<file path="config.mk">
export PLATFORM = sky130hd
export DESIGN_NAME = lfsr_random_gen
export DESIGN_NICKNAME = d
export VERILOG_FILES = /design/src/rtl/lfsr_random_gen.sv
export SDC_FILE = /design/constraint.sdc
export NUM_CORES = 1
export LEC_CHECK = 0
export ABC_AREA = 1
export BUFFER_PORTS_ARGS = -buffer_cell sky130_fd_sc_hd__buf_2
export CORE_AREA = 2 2 39 41
export CTS_BUF_LIST = sky130_fd_sc_hd__clkbuf_4 sky130_fd_sc_hd__clkbuf_8
export DETAILED_ROUTE_END_ITERATION = 7
export DIE_AREA = 0 0 41 43
export HOLD_SLACK_MARGIN = 0.06
export PLACE_DENSITY = 0.66
export SLEW_MARGIN = 5
export SYNTH_ARGS = -nofsm -noshare
export SYNTH_HDL_FRONTEND = slang
export SYNTH_SLANG_ARGS = --single-unit
</file>
<file path="constraint.sdc">
create_clock -name clk -period 1.2 [get_ports clk]
set_input_delay 0 -clock clk [delete_from_list [all_inputs] [get_ports clk]]
set_output_delay 0 -clock clk [all_outputs]
set_load 0.05 [all_outputs]
</file>
<file path="src/rtl/lfsr_random_gen.sv">
// rtl/lfsr_random_gen.sv - Fibonacci LFSR random source with scaled request/valid draws
// Optional feature: define RANDGEN_REJECT_EN for rejection sampling of draws against MAX_FIELD.
module lfsr_random_gen #(
  parameter int               WIDTH     = 4,
  parameter logic [WIDTH-1:0] TAPS      = 4'b1001,
  parameter logic [WIDTH-1:0] SEED      = 4'b0001,
  parameter int               OUT_BITS  = 4,
  parameter int               OUT_SHIFT = 4,
  parameter int               MIN_VAL   = 15,
  parameter int               VAL_W     = 8,
  parameter int               MAX_FIELD = 15
) (
  input  logic             clk,
  input  logic             reset,
  input  logic             en,
  input  logic             load,
  input  logic [WIDTH-1:0] seed_in,
  input  logic             req,
  output logic             busy,
  output logic             valid,
  output logic [VAL_W-1:0] value,
  output logic [WIDTH-1:0] state
);

  localparam logic [0:0] S_IDLE = 1'b0;
  localparam logic [0:0] S_WAIT = 1'b1;

  logic [0:0]          r_fsm;
  logic [WIDTH-1:0]    r_state;
  logic                r_valid;
  logic [VAL_W-1:0]    r_value;

  logic                w_fb;
  logic [WIDTH-1:0]    w_step;
  logic [OUT_BITS-1:0] w_field;
  logic [VAL_W-1:0]    w_draw;
  logic                w_accept;
  logic                w_advance;

  assign w_fb      = ^(r_state & TAPS);
  assign w_step    = {w_fb, r_state[WIDTH-1:1]};
  assign w_field   = r_state[OUT_BITS-1:0];
  assign w_draw    = (VAL_W'(w_field) << OUT_SHIFT) + VAL_W'(MIN_VAL);
  // Retries must consume fresh state, so WAIT steps even with en low.
  assign w_advance = en | (r_fsm == S_WAIT);

`ifdef RANDGEN_REJECT_EN
  assign w_accept = (int'(w_field) <= MAX_FIELD);
  assign busy     = (r_fsm == S_WAIT);
`else
  logic w_unused_max;
  assign w_unused_max = (MAX_FIELD != 0);
  assign w_accept     = 1'b1;
  assign busy         = 1'b0;
`endif

  always_ff @(posedge clk or negedge reset) begin
    if (!reset) begin
      r_state <= SEED;
    end else if (load) begin
      r_state <= (seed_in == '0) ? SEED : seed_in;
    end else if (r_state == '0) begin
      r_state <= SEED;
    end else if (w_advance) begin
      r_state <= w_step;
    end
  end

  always_ff @(posedge clk or negedge reset) begin
    if (!reset) begin
      r_fsm   <= S_IDLE;
      r_valid <= 1'b0;
      r_value <= '0;
    end else begin
      r_valid <= 1'b0;
      case (r_fsm)
        S_IDLE: begin
          if (req) begin
            if (w_accept) begin
              r_value <= w_draw;
              r_valid <= 1'b1;
            end else begin
              r_fsm <= S_WAIT;
            end
          end
        end
        default: begin
          if (w_accept) begin
            r_value <= w_draw;
            r_valid <= 1'b1;
            r_fsm   <= S_IDLE;
          end
        end
      endcase
    end
  end

  assign valid = r_valid;
  assign value = r_value;
  assign state = r_state;

endmodule
</file>
==> run metrics <==
Synth-to-Final Area Change 31.66%; WL met3 55 um; Lkg Pwr 0.0003582 uW; Antenna Cells 0; top area cells in the synthesized netlist dfrtp_1 45%, nand2_1 17%, buf_4 6.0%; die width 41 um; DRT Pass-1 Iters 3; Final Cycle Share 89.89%; max-slew violation count 0; DR WL/cell 9.350 um; Critical Path RT 1200 ps; die area 0.001763 mm2; r2r endpoint state[1]; reg2reg setup slack 160 ps; FF-to-FF Start state[0]; Ports 23; syn_nets 72; number of global-route vias before repair 416; Layout Utilization 47.38%; largest net degree at the start of global routing 11; CP max stage delay 560 ps; number of CTS-inserted buffers 3; Clock Sinks 10; DRC 0; PD cells 1579 mW/mm2; number of DRC markers in iteration 0 12; synthesized area 498.0 um2; Worst EP arrival 1080 ps; post-route worst setup slack 121.3 ps; Warnings, synthesis 0; RePlAce Congestion 0.7838; area of the multi-input gates 192.7 um2; fmax 927.1 MHz; synthesized instance count 63; Int Pwr 623.7 uW; CTS Root Cell clkbuf_4; Worst path top cell family by delay flip-flops; vias 461; vias per cell 4.476; port buffer count 21; hold slack 65.14 ps; CTS tree built; detailed placer's ending HPWL 782.6 um; met2 WL post-DR 445 um; part of the power in registers 41.2%; CP Depth 1; Worst Path Buf+Inv 1; Worst Hold Class in -> reg; switching share of power 39.77%; clk_lat worst skew 260 ps; Initial Util 35.99%; Post-Syn Area per Cell 7.904 um2; reg2reg path depth 5; post-synth top area share 45.23%; RSZ-0062 raised after global routing no; FF+latch count, synth 10; Fin. Hold Viols 0; max cap viols 0; Combinational Power Share 34.3%; CTS H-tree depth 1; FILL cells 145; Top Metal Used met4; Distinct cells, synth 15; Crit Path Max Fanout 5; critical path launch point type flop; Site Rows 14; setup tns final 0 ps; post-route ant nets 0; Clock Power Share 24.5%; GR Overflow Total 0; CP endpoint kind output port; Final nets 97; Final Instance Area 655.6 um2; antenna violations before repair 0; area of placed instances 595.6 um2; total wire length 963 um; Clock Skew 9.196 ps; crit path cell chain buf_2; worst setup path endpoint state[0]; leading area contributor after synthesis dfrtp_1; Resize count post-CTS 0; FF/Latch Area 251.5 um2; status finished, final reports clean; GRT Total Usage 13.39%; met1 wire length 454 um; first-pass GRT wire length 1.593 mm; share of layout cells above drive strength 1 36.78%; worst setup path startpoint state[0]; Core Area 0.001384 mm2; Seq/Total Area, Yosys 50.50%; Crit Path Class reg -> out; clk buf depth 2; Die H 43 um; dpl ws 149.4 ps; Final Setup Violations 0; VDD IR-drop max 0.0006750 V; Worst-path clk slew 70 ps; fin crit period 1079 ps; Switch Pwr 411.7 uW; Worst path slowest cell dfstp_2
-- power by group through the flow --
stage                     Clock, uW  Sequential, uW  Combinational [uW]
after floorplan                   0             592                98.5
after global placement            0             433                 348
after detailed placement          0             433                 352
after CTS                       261             427                 359
after global routing            286             435                 387
final                           254             426                 355
-- registers in the layout (all words and copies together) (netlist names) --
signal  flops
valid       1
value       5
state       4
-- per-stage QoR --
| stage | total power (uW) | std cells |
|---|---|---|
| after floorplan | 690.9 | 63 |
| after global placement | 780.1 | 96 |
| after detailed placement | 784.6 | 96 |
| after CTS | 1047 | 103 |
| after global routing | 1108 | 103 |
| final | 1035 | 103 |
-- cells in the final DEF, fill, tap and decap left out, drive strengths merged --
cell / Yosys / final
buf: 4 / 21
clkbuf: 0 / 4
conb: 1 / 1
dfrtp: 9 / 9
dfstp: 1 / 1
dlygate4sd3: 0 / 3
inv: 7 / 7
nand2: 24 / 24
nand3: 3 / 3
nand4: 4 / 4
nor2: 4 / 4
o21ai: 5 / 5
or2: 1 / 1
-- layer usage --
| metal | track usage [%] | vias to the layer above |
|---|---|---|
| met5 | 0 | - |
| met2 | 19.06 | 18 |
| met3 | 3.141 | 2 |
| li1 | - | 242 |
| met4 | 8.000 | 0 |
| met1 | 17.61 | 199 |
-- logic make-up (layout without fill, tap and decap cells) --
group | Yosys count | count (layout) | synth area share, %
DFF | 10 | 10 | 50.50
other | 1 | 1 | 0.7530
buffers and inverters | 11 | 35 | 11.31
and+or+nand+nor | 36 | 36 | 32.41
AOI/OAI and AO/OA | 5 | 5 | 5.024
-- synthesized netlist by cell type --
master	n
nor2_2	1
nand2_2	1
dfstp_2	1
or2_2	1
nand3_1	2
nand2_1	23
inv_2	1
o21ai_0	5
inv_1	6
nand3_2	1
nand4_1	4
dfrtp_1	9
buf_4	4
conb_1	1
nor2_1	3
-- worst min-delay path by stage --
stage,start,endpoint,slack [ps],cells past startpoint
after floorplan,reset,state[1],-300,0
after global placement,reset,value[7],-130,1
after detailed placement,reset,value[4],-130,1
after CTS,seed_in[3],state[3],60,5
after global routing,seed_in[3],state[3],80,5
final,seed_in[3],state[3],70,5
-- what timing repair did --
item	CTS	global route
setup endpoints to repair	0	0
endpoints found under the hold margin	14	0
setup buffers	0	0
hold buffers	3	0
-- layout make-up --
| class | count | share of cell area [%] |
|---|---|---|
| Sequential cell | 10 | 38.36 |
| Clock buffer | 4 | 4.580 |
| Timing Repair Buffer | 24 | 20.61 |
| Tap cell | 16 | 3.053 |
| Multi-Input combinational cell | 42 | 29.39 |
| Inverter | 7 | 4.008 |
Note: power is estimated with default switching activity, not from simulation.
